## config.mk

```make
export PLATFORM = sky130hd
export DESIGN_NAME = pipe_ctrl
export DESIGN_NICKNAME = d
export VERILOG_FILES = /design/src/rtl/pipe_pkg.sv /design/src/rtl/pipe_ctrl_hazard_detect.sv /design/src/rtl/pipe_ctrl.sv
export SDC_FILE = /design/constraint.sdc
export NUM_CORES = 1
export LEC_CHECK = 0
export BUFFER_PORTS_ARGS = -buffer_cell sky130_fd_sc_hd__buf_2
export CORE_MARGIN = 2
export CORE_UTILIZATION = 25
export DETAILED_ROUTE_END_ITERATION = 6
export GPL_TIMING_DRIVEN = 0
export SLEW_MARGIN = 20
export SYNTH_ARGS = -nofsm -noshare
export SYNTH_HDL_FRONTEND = slang
export SYNTH_SLANG_ARGS = --single-unit
```

## constraint.sdc

```tcl
create_clock -name clk -period 2.52 [get_ports clk]
set_input_delay 0.378 -clock clk [delete_from_list [all_inputs] [get_ports clk]]
set_output_delay 0.378 -clock clk [all_outputs]
set_load 0.02 [all_outputs]
```

## src/rtl/pipe_pkg.sv

```systemverilog
// Shared types and constants for the five-stage pipeline sequencing controller.
package pipe_pkg;

    typedef enum logic [1:0] {
        ST_IDLE = 2'd0,
        ST_RUN  = 2'd1,
        ST_HALT = 2'd2,
        ST_STEP = 2'd3
    } state_e;

    localparam logic [4:0] REG_ZERO = 5'd0;

endpackage

```

## src/rtl/pipe_ctrl_hazard_detect.sv

```systemverilog
// Load-use hazard compare between the load in EX and the source registers in ID.
module hazard_detect
    import pipe_pkg::*;
(
    input  logic [4:0] id_rs,
    input  logic [4:0] id_rt,
    input  logic       id_uses_rt,
    input  logic       ex_er,
    input  logic [4:0] ex_aw,
    output logic       lu
);

    logic rs_match;
    logic rt_match;

    assign rs_match = (ex_aw == id_rs);
    assign rt_match = id_uses_rt && (ex_aw == id_rt);
    // Writes to $zero are discarded, so they can never feed a dependent instruction.
    assign lu       = ex_er && (ex_aw != REG_ZERO) && (rs_match || rt_match);

endmodule

```

## src/rtl/pipe_ctrl.sv

```systemverilog
// Run/halt/step sequencer with load-use bubble insertion, redirect squash and
// saturating debug counters for the five-stage core.
module pipe_ctrl
    import pipe_pkg::*;
#(
    parameter int CNT_W = 16
) (
    input  logic             clk,
    input  logic             rst,
    input  logic             run,
    input  logic             halt_req,
    input  logic             step,
    input  logic [4:0]       id_rs,
    input  logic [4:0]       id_rt,
    input  logic             id_uses_rt,
    input  logic             ex_er,
    input  logic [4:0]       ex_aw,
    input  logic             mem_redirect,
    output logic             pc_en,
    output logic             b1_en,
    output logic             b2_en,
    output logic             b3_en,
    output logic             b4_en,
    output logic             b1_flush,
    output logic             b2_flush,
    output logic             b3_flush,
    output logic [1:0]       state,
    output logic [CNT_W-1:0] stall_cnt,
    output logic [CNT_W-1:0] flush_cnt
);

    state_e           state_q, state_d;
    logic [CNT_W-1:0] stall_cnt_q, stall_cnt_d;
    logic [CNT_W-1:0] flush_cnt_q, flush_cnt_d;
    logic             lu;
    logic             advancing;
    logic             redirect_cyc;
    logic             stall_cyc;

    hazard_detect u_hazard (
        .id_rs      (id_rs),
        .id_rt      (id_rt),
        .id_uses_rt (id_uses_rt),
        .ex_er      (ex_er),
        .ex_aw      (ex_aw),
        .lu         (lu)
    );

    always_comb begin
        state_d = state_q;
        unique case (state_q)
            ST_IDLE: if (run) state_d = ST_RUN;
            ST_RUN:  if (halt_req) state_d = ST_HALT;
            ST_HALT: begin
                if (step)                  state_d = ST_STEP;
                else if (run && !halt_req) state_d = ST_RUN;
            end
            ST_STEP: state_d = ST_HALT;
            default: state_d = ST_IDLE;
        endcase
    end

    // Reset is folded in so the pipeline is already quiesced during the reset cycle.
    assign advancing    = !rst && (state_q == ST_RUN || state_q == ST_STEP);
    assign redirect_cyc = advancing && mem_redirect;
    assign stall_cyc    = advancing && !mem_redirect && lu;

    always_comb begin
        pc_en    = 1'b0;
        b1_en    = 1'b0;
        b2_en    = 1'b0;
        b3_en    = 1'b0;
        b4_en    = 1'b0;
        b1_flush = 1'b0;
        b2_flush = 1'b0;
        b3_flush = 1'b0;
        if (rst || state_q == ST_IDLE) begin
            b1_flush = 1'b1;
            b2_flush = 1'b1;
            b3_flush = 1'b1;
        end else if (advancing) begin
            b2_en = 1'b1;
            b3_en = 1'b1;
            b4_en = 1'b1;
            if (redirect_cyc) begin
                pc_en    = 1'b1;
                b1_en    = 1'b1;
                b1_flush = 1'b1;
                b2_flush = 1'b1;
                b3_flush = 1'b1;
            end else if (stall_cyc) begin
                b2_flush = 1'b1;
            end else begin
                pc_en = 1'b1;
                b1_en = 1'b1;
            end
        end
    end

    always_comb begin
        stall_cnt_d = stall_cnt_q;
        flush_cnt_d = flush_cnt_q;
        if (stall_cyc && stall_cnt_q != {CNT_W{1'b1}}) stall_cnt_d = stall_cnt_q + 1'b1;
        if (redirect_cyc && flush_cnt_q != {CNT_W{1'b1}}) flush_cnt_d = flush_cnt_q + 1'b1;
    end

    always_ff @(posedge clk) begin
        if (rst) begin
            state_q     <= ST_IDLE;
            stall_cnt_q <= '0;
            flush_cnt_q <= '0;
        end else begin
            state_q     <= state_d;
            stall_cnt_q <= stall_cnt_d;
            flush_cnt_q <= flush_cnt_d;
        end
    end

    assign state     = state_q;
    assign stall_cnt = stall_cnt_q;
    assign flush_cnt = flush_cnt_q;

endmodule

```

==> impl_metrics.env <==
export IMPL_num_vias=1788
export IMPL_holdPathStages=3
export IMPL_cts_tree="done"
export IMPL_hpwl_mm=3.66
export IMPL_p_seq_frac=0.514
export IMPL_synth_cell_area_um2=1890
export IMPL_power_total_w=0.00106
export IMPL_finalClockSkew_ns=0.00278
export IMPL_placementRows=31
export IMPL_worstHoldPathType="in2reg"
export IMPL_switching_share=0.255
export IMPL_setup_violations=0
export IMPL_hold_viol_final=0
export IMPL_wl_per_cell_um=12.1
export IMPL_combPwrFrac=0.129
export IMPL_path_depth=7
export IMPL_whs_ns=0.397
export IMPL_power_density_nw_per_um2=441
export IMPL_max_vdd_ir_drop_uv=194
export IMPL_clk_pin_slew_ns=0.06
export IMPL_tns_ns=0
export IMPL_syn2layout_area_growth_pct=27.5
export IMPL_crit_required_ns=2.14
export IMPL_drc=0
export IMPL_min_from="step"
export IMPL_min_period_ns=2.29
export IMPL_regArea_um2=681
export IMPL_grt_antenna_before_repair=0
export IMPL_drv_slew=0
export IMPL_io_pins=65
export IMPL_diodes=0
export IMPL_crit_top_cell="buf_2"
export IMPL_die_w_um=90.9
export IMPL_min_to="state[1]"
export IMPL_viasPerCell=4.62
export IMPL_grt_max_degree=11
export IMPL_htreeDepth=2
export IMPL_syn_avg_cell_area_um2=8.71
export IMPL_postSynthCellCount=217
export IMPL_p_int_w=0.000791
export IMPL_postRouteAntennaNets=0
export IMPL_synth_seq_cells=34
export IMPL_crit_chain="buf_2, or4_1, o2111ai_4, nor2b_2, nor2b_1, buf_4, buf_2"
export IMPL_cp_start_kind="input port"
export IMPL_r2r_start="stall_cnt[0]"
export IMPL_first_global_vias=1686
export IMPL_start_util=0.259
export IMPL_slowest_stage="or4_1"
export IMPL_worstPathArrival_ns=1.91
export IMPL_switching_power_w=0.000271
export IMPL_drive_gt1_frac=0.309
export IMPL_max_freq_mhz=437
export IMPL_cts_root_buf="clkbuf_8"
export IMPL_rsz0062_at_grt="false"
export IMPL_pwr_share_clk=0.357
export IMPL_yosys_cell_types_count=46
export IMPL_max_stage_delay_ns=0.57
export IMPL_path_class="in2out"
export IMPL_cts_sinks=34
export IMPL_placed_area_um2=2330
export IMPL_cts_buffers=5
export IMPL_yosysWarningCount=0
export IMPL_clk_latency_ns=0.28
export IMPL_cp_num_buf_inv=3
export IMPL_crit_family="simple AND/OR/NAND/NOR gates"
export IMPL_tightest_slew_ns=0.562
export IMPL_drt_wl_total_mm=4.69
export IMPL_grt_usage=0.119
export IMPL_fin_area_um2=2410
export IMPL_nets=313
export IMPL_post_cts_buffers=0
export IMPL_synth_fp_nets=242
export IMPL_endpoint_kind="output pin"
export IMPL_cts_resized=0
export IMPL_outcome="complete, no violations"
export IMPL_port_buffers=64
export IMPL_drt_pass1_iterations=4
export IMPL_postCtsHoldBufs=0
export IMPL_slew_headroom=0.622
export IMPL_layout_setup_ws_ns=0.231
export IMPL_grt_overflow=0
export IMPL_grt_pass1_wl_mm=8.05
export IMPL_n_fill_cell=829
export IMPL_clock_path_buffers=2
export IMPL_dpl_worst_slack_ns=0.218
export IMPL_die_area_um2=8270
export IMPL_ys_seq_area_frac=0.360
export IMPL_place_gp_congestion=0.781
export IMPL_r2r_end="stall_cnt[3]"
export IMPL_finalCritPeriodShare=0.908
export IMPL_maxCapViolCount=0
export IMPL_multi_input_area_um2=1120
export IMPL_design_core_area_um2=7290
export IMPL_drt_iter0_markers=26
export IMPL_crit_start="ex_aw[1]"
export IMPL_r2r_cells=8
export IMPL_p_leak_nw=1.01
export IMPL_reg2reg_slack_ns=0.52
export IMPL_critPathMaxFanout=5
export IMPL_die_y_um=90.9
[sequential cells by signal (all words and copies together) (netlist names)]
name / count
state: 2
stall_cnt: 16
flush_cnt: 16
[through the flow]
step                instances   util
floorplan                 217      -
global placement          380  0.320
detailed placement        380  0.320
CTS                       387  0.330
global route              387  0.330
finish                    387  0.330
[power by group through the flow]
stage	clock [W]	sequential [W]	combinational, W
2_1_floorplan	0	0.000563	0.0000826
3_3_place_gp	0	0.000558	0.000138
3_5_place_dp	0	0.000558	0.000139
4_1_cts	0.000398	0.000546	0.000139
5_1_grt	0.000416	0.000546	0.000151
6_report	0.000379	0.000546	0.000137
[layer usage]
| layer | wire (um) | GRT usage | part of all wire | vias up |
|---|---|---|---|---|
| met4 | 54 | 0.0341 | 0.012 | 0 |
| met3 | 221 | 0.0324 | 0.047 | 8 |
| met5 | 0 | 0 | 0 | - |
| met1 | 2040 | 0.146 | 0.43 | 830 |
| met2 | 2370 | 0.202 | 0.51 | 38 |
| li1 | - | - | - | 912 |
[final cells by class]
| type | count | area share |
|---|---|---|
| plain buffers | 12 | 0.0317 |
| clock buffers | 7 | 0.0317 |
| flip-flops and latches | 34 | 0.282 |
| multi-input cells | 169 | 0.467 |
| inverters | 2 | 0.00312 |
| well taps | 99 | 0.0514 |
| repair buffers | 64 | 0.133 |
[kinds of logic after synthesis]
family,after synthesis,synth area share
buffers and inverters,14,0.0444
AND/OR/NAND/NOR,105,0.307
AO/OA/AOI/OAI,32,0.134
XOR/XNOR,27,0.125
flip-flops,34,0.360
multiplexers,3,0.0166
adder cells (fa/ha/maj),2,0.0132
[tightest hold or removal path: stages]
cell	delay, ns
buf_2	0.10
nor2_1	0.07
a211oi_1	0.07
[cells in the final DEF (no fill, tap or decap), drive strengths merged, types with 3 or more instances in the layout]
cell    count
xnor2      14
o21ai       6
or3         4
xor2       13
nor3        3
nor2b       8
a21oi      10
nand2      16
clkbuf     11
dfxtp      34
or4         6
buf        72
o31ai       5
and3        8
nand4      10
nor2       26
nand3      12
[synthesized netlist by cell type, drive strengths merged]
| library cell | count | area [um2] |
|---|---|---|
| mux2 | 1 | 11.3 |
| xnor2 | 14 | 123 |
| mux2i | 2 | 20.0 |
| nand3 | 12 | 60.1 |
| or4 | 6 | 45.0 |
| and2b | 2 | 17.5 |
| o31ai | 5 | 37.5 |
| o21ai | 6 | 30.0 |
| inv | 2 | 7.51 |
| o2111ai | 1 | 26.3 |
| ha | 2 | 25.0 |
| o22ai | 1 | 20.0 |
| nor3b | 1 | 7.51 |
| nand4 | 10 | 62.6 |
| nor2 | 26 | 97.6 |
| a31oi | 2 | 27.5 |
| a41o | 1 | 11.3 |
| o21bai | 2 | 15.0 |
| clkbuf | 4 | 15.0 |
| and4b | 1 | 10.0 |
| o22a | 1 | 8.76 |
| dfxtp | 34 | 681 |
| nand3b | 2 | 15.0 |
| nand2 | 16 | 67.6 |
| xor2 | 13 | 114 |
| a21oi | 10 | 50.1 |
| and4 | 2 | 17.5 |
| and3 | 8 | 61.3 |
| nor3 | 3 | 15.0 |
| or3 | 4 | 25.0 |
| o311a | 1 | 10.0 |
| nor4 | 1 | 6.26 |
| nor2b | 8 | 52.6 |
| or2 | 2 | 12.5 |
| and2 | 1 | 6.26 |
| a211oi | 1 | 7.51 |
| buf | 8 | 61.3 |
| a211o | 1 | 8.76 |
[how the worst max path moves through the flow]
stage	slack (ns)	to
2_1_floorplan	0.29	pc_en
3_3_place_gp	0.22	pc_en
3_5_place_dp	0.22	pc_en
4_1_cts	0.21	pc_en
5_1_grt	0.07	b2_flush
6_report	0.23	pc_en
(Power assumes the default switching activity.)
